==> config.mk <==
export PLATFORM = sky130hd
export DESIGN_NAME = digital_dart_game
export DESIGN_NICKNAME = d
export VERILOG_FILES = /design/src/rtl/digital_dart_game.sv
export SDC_FILE = /design/constraint.sdc
export NUM_CORES = 1
export LEC_CHECK = 0
export CAP_MARGIN = 20
export CORE_AREA = 5 5 90 92
export CTS_BUF_LIST = sky130_fd_sc_hd__clkbuf_16
export DETAILED_ROUTE_END_ITERATION = 10
export DIE_AREA = 0 0 95 97
export GPL_ROUTABILITY_DRIVEN = 1
export PLACE_DENSITY = 0.84
export SKIP_CTS_REPAIR_TIMING = 1
export SKIP_LAST_GASP = 1
export SYNTH_ARGS = -nofsm -noshare
export SYNTH_HDL_FRONTEND = slang
export SYNTH_SLANG_ARGS = --single-unit
export TNS_END_PERCENT = 10
==> constraint.sdc <==
create_clock -name clk -period 10.1 [get_ports clk]
set_input_delay 2.02 -clock clk [delete_from_list [all_inputs] [get_ports clk]]
set_output_delay 2.02 -clock clk [all_outputs]
set_load 0.02 [all_outputs]
==> src/rtl/digital_dart_game.sv <==
// Five-player, three-round dart game: LFSR-driven dart values, per-player
// saturating totals, and winner selection when the 15th throw lands.
module digital_dart_game (
    input  logic       clk,
    input  logic       reset,
    input  logic       throw_button,
    output logic [2:0] player_id,
    output logic [4:0] score_display,
    output logic [4:0] final_score
);

    // state | meaning
    // PLAY  | accepting throws, player_id is the player on turn
    // DONE  | game over, player_id/final_score hold the winner until reset
    typedef enum logic {PLAY, DONE} state_t;

    state_t     state_q;
    logic [7:0] lfsr_q;
    logic       btn_q;
    logic [4:0] total_q [5];
    logic [2:0] player_q;
    logic [1:0] round_q;
    logic [4:0] score_q;
    logic [4:0] final_q;

    logic       throw_d;
    logic       last_throw_d;
    logic [3:0] nib_d;
    logic [3:0] dart_d;
    logic [5:0] sum_d;
    logic [4:0] total_new_d;
    logic [4:0] totals_d [5];
    logic [4:0] best_val_d;
    logic [2:0] best_id_d;
    logic [7:0] lfsr_next_d;

    assign throw_d      = (state_q == PLAY) && throw_button && !btn_q;
    assign last_throw_d = (player_q == 3'd4) && (round_q == 2'd2);
    assign nib_d        = lfsr_q[3:0];
    assign dart_d       = (nib_d <= 4'd10) ? nib_d : nib_d - 4'd11;
    assign sum_d        = {1'b0, total_q[player_q]} + {2'b00, dart_d};
    assign total_new_d  = (sum_d > 6'd31) ? 5'd31 : sum_d[4:0];
    assign lfsr_next_d  = {lfsr_q[6:0], lfsr_q[7] ^ lfsr_q[5] ^ lfsr_q[4] ^ lfsr_q[3]};

    // Winner is taken over the totals including the throw being accepted now,
    // scanning upward with strict compare so ties resolve to the lowest id.
    always_comb begin
        best_val_d = 5'd0;
        best_id_d  = 3'd0;
        for (int i = 0; i < 5; i++) begin
            totals_d[i] = (3'(i) == player_q) ? total_new_d : total_q[i];
        end
        best_val_d = totals_d[0];
        for (int i = 1; i < 5; i++) begin
            if (totals_d[i] > best_val_d) begin
                best_val_d = totals_d[i];
                best_id_d  = 3'(i);
            end
        end
    end

    always_ff @(posedge clk or negedge reset) begin
        if (!reset) begin
            state_q  <= PLAY;
            lfsr_q   <= 8'hA5;
            btn_q    <= 1'b0;
            player_q <= 3'd0;
            round_q  <= 2'd0;
            score_q  <= 5'd0;
            final_q  <= 5'd0;
            for (int i = 0; i < 5; i++) begin
                total_q[i] <= 5'd0;
            end
        end else begin
            btn_q <= throw_button;
            if (throw_d) begin
                lfsr_q  <= lfsr_next_d;
                score_q <= total_new_d;
                for (int i = 0; i < 5; i++) begin
                    total_q[i] <= totals_d[i];
                end
                if (last_throw_d) begin
                    state_q  <= DONE;
                    player_q <= best_id_d;
                    final_q  <= best_val_d;
                end else if (player_q == 3'd4) begin
                    player_q <= 3'd0;
                    round_q  <= round_q + 2'd1;
                end else begin
                    player_q <= player_q + 3'd1;
                end
            end
        end
    end

    assign player_id     = player_q;
    assign score_display = score_q;
    assign final_score   = final_q;

endmodule

==> results.tsv <==
stage	metric	value	unit
setup_path	end_kind	flip-flop	
timing	fin_crit_sh	0.958	
timing	finalHoldViolCount	0	
synthesis	synth_edf_count	0	
outcome	status	complete, no violations	
synthesis	synthXorXnorAreaFrac	0.0157	
setup_path	arrival	9.89	ns
synthesis	synth_warnings	0	
grt	grt_max_degree	75	
final_layout	seqCellArea	1260	um^2
synthesis	ys.flop_type	dfrtp_1	
setup_path	reg2regPathDepth	50	
final_layout	n_fill_cell	596	
timing	period_needed	9.68	ns
setup_path	required	10.31	ns
final_layout	layout-drive-gt1-share	0.145	
synthesis	synth_compound_area_frac	0.243	
worst_hold_path	hold_depth	1	
synthesis	synthesis.instances	457	
place	io_buffers	15	
timing	fin_ws	0.423	ns
cts	cts_max_path_buffers	2	
cts	clk_pin_slew	0.08	ns
timing	tightest_slew	0.785	ns
grt	antenna_found_initial	0	
synthesis	synth_area_leader_cell	dfrtp_1	
final_layout	final_util	0.618	
floorplanning	fp.dieArea	9220	um^2
floorplanning	rows	31	
final_layout	multi_input_area	2540	um^2
setup_path	startpoint_type	flip-flop	
synthesis	seq_area_frac_synth	0.321	
synthesis	syn_avg_cell_area	8.57	um^2
place	dpl_worst_slack	-0.116	ns
final_layout	antenna_cells	0	
drt	viasPerCell	6.16	
synthesis	synth_top_family_by_area	compound AO/OA/AOI/OAI gates	
final_layout	area.growth.synth_to_final	12.7	%
synthesis	ys_ff_latch	50	
grt	grt_pass1_wl	16400	um
setup_path	path_max_fanout	12	
synthesis	async_reset_ff_frac	1.00	
floorplanning	die_h	97	um
setup_path	cp_num_cells	50	
drt	vias	3499	
synthesis	yosys.area_share.simple	0.173	
worst_hold_path	hp-class	reg2reg	
grt	grt_overflow_total	0	
drt	wl	10100	um
setup_path	critPathMaxStageDelay	0.58	ns
final_layout	final_area	4410	um^2
cts	numCtsBuffers	5	
drt	drtIter0Drc	253	
grt	grt_pass1_vias	3351	
drt	drc_errors	0	
timing	setup_viol	0	
drt	wl_per_cell	17.8	um
final_layout	fin_nets	501	
cts	tritoncts	yes	
floorplanning	num_io_pins	16	
run	max_cap_violations	0	
place	place_area	4130	um^2
cts	insertion_delay	0.30	ns
synthesis	synthesis.area	3920	um^2
timing	fmax	103	MHz
timing	finalMaxSlewViolations	0	
drt	drtPass1Iterations	5	
floorplanning	core	7140	um^2
setup_path	path_class	reg2reg	
cts	root_buffer	clkbuf_16	
synthesis	syn_nets	490	
synthesis	synthAdderAreaFrac	0.0978	
synthesis	muxShareOfSynthArea	0.104	
synthesis	synth_top_area_frac	0.294	
cts	numClockSinks	50	
drt	antenna_left	0	
floorplanning	die_w	95	um
synthesis	synthTopCellsByArea	dfrtp_1 29%, ha_1 9.3%, o21ai_0 5.9%	
place	routabilityCongestion	0.881	
setup_path	path_buf_inv	6	
cts	htreeDepth	2	
setup_path	cp_top_family	compound AO/OA/AOI/OAI gates	
timing	fin_tns_setup	0	ns
place	hpwl	7210	um
timing	slew_headroom	0.476	
floorplanning	initial_core_util	0.549	
timing	finalClockSkew	0.00985	ns
grt	track_usage	0.221	
setup_path	crit_slowest_cell	dfstp_2	
synthesis	yosysUniqueCellTypes	58	
## sequential cells by signal, summed over array words and instances (netlist names)
signal / flops
final_score: 5
btn_q: 1
player_id: 3
round_q: 2
lfsr_q: 8
state_q: 1
score_display: 5
total_q: 25
## per-stage QoR
step	std cells	hold slack (ns)
2_1_floorplan	457	0.431
3_3_place_gp	553	0.444
3_5_place_dp	553	0.455
4_1_cts	561	0.473
5_1_grt	568	0.501
6_report	568	0.471
## synth_stat cells, types with 3 or more instances
cell,number
nand2_1,51
dfrtp_1,46
o21ai_0,46
nor2_1,36
a21oi_1,32
ha_1,29
inv_1,20
mux2i_1,18
clkbuf_1,16
mux2_2,16
a31oi_1,10
nor2b_1,10
nand2b_1,9
o21a_1,9
nand3_1,8
o22ai_1,7
xnor2_1,7
buf_2,5
nor3_1,5
o211ai_1,5
a211o_1,4
a211oi_1,4
a21o_1,4
dfstp_2,4
a22oi_1,3
and2_1,3
mux2_4,3
nand3b_1,3
o21ai_1,3
o31ai_1,3
or3_1,3
## path summary, 6_finish.rpt
check	startpoint	to	slack (ns)
hold / removal	state_q$_DFFE_PN0P_	state_q$_DFFE_PN0P_	0.47
setup / recovery	lfsr_q[0]$_DFFE_PN1P_	final_score[2]$_DFFE_PN0P_	0.42
setup reg to reg	lfsr_q[0]$_DFFE_PN1P_	final_score[2]$_DFFE_PN0P_	0.42
hold reg to reg	state_q$_DFFE_PN0P_	state_q$_DFFE_PN0P_	0.47
max in group asynchronous	reset	total_q[24]$_DFFE_PN0P_	7.93
min in group asynchronous	reset	round_q[1]$_DFFE_PN0P_	1.64
## placed cells by master, fill, tap and decap left out, types with 7 or more instances in the layout
cell | synthesis | final
nand2_1 | 51 | 51
o21a_1 | 9 | 8
inv_1 | 20 | 20
nor2_1 | 36 | 36
o21ai_0 | 46 | 43
clkdlybuf4s50_1 | 0 | 14
dfrtp_1 | 46 | 46
ha_1 | 29 | 28
nor2b_1 | 10 | 9
o22ai_1 | 7 | 7
buf_4 | 0 | 12
nand2b_1 | 9 | 9
mux2_2 | 16 | 16
xnor2_1 | 7 | 7
mux2i_1 | 18 | 18
nand3_1 | 8 | 8
a21oi_1 | 32 | 28
a31oi_1 | 10 | 8
## logic make-up (layout without fill, tap and decap cells)
| family | Yosys count | in the layout |
|---|---|---|
| AND/OR/NAND/NOR | 141 | 141 |
| AO/OA/AOI/OAI | 147 | 147 |
| buffers and inverters | 45 | 57 |
| XOR/XNOR | 7 | 7 |
| flip-flops | 50 | 50 |
| adder cells (fa/ha/maj) | 30 | 30 |
| multiplexers | 37 | 37 |
## metal layers
layer / share of wire / GRT usage
met3: 0.048 / 0.0326
met1: 0.44 / 0.308
met5: 0 / 0
met4: 0.040 / 0.102
met2: 0.47 / 0.335
## worst reg2reg max path, delay by kind of cell (launching register included)
kind,cells,cell delay [ns]
mux,2,0.49
flops,1,0.58
simple gates,12,1.99
fa+ha+maj,7,2.09
xor+xnor,1,0.15
compound gates,22,3.61
buf+inv,6,0.70
## layout make-up
class / instances / area share
clock inverters: 3 / 0.00652
flip-flops and latches: 50 / 0.285
repair buffers: 28 / 0.0579
multi-input cells: 362 / 0.577
well taps: 99 / 0.0281
inverters: 21 / 0.0179
clock buffers: 5 / 0.0284
Power is left out: the tool's default activity adds up to more than one toggle a clock period on the data nets, which glitch-free logic cannot reach.
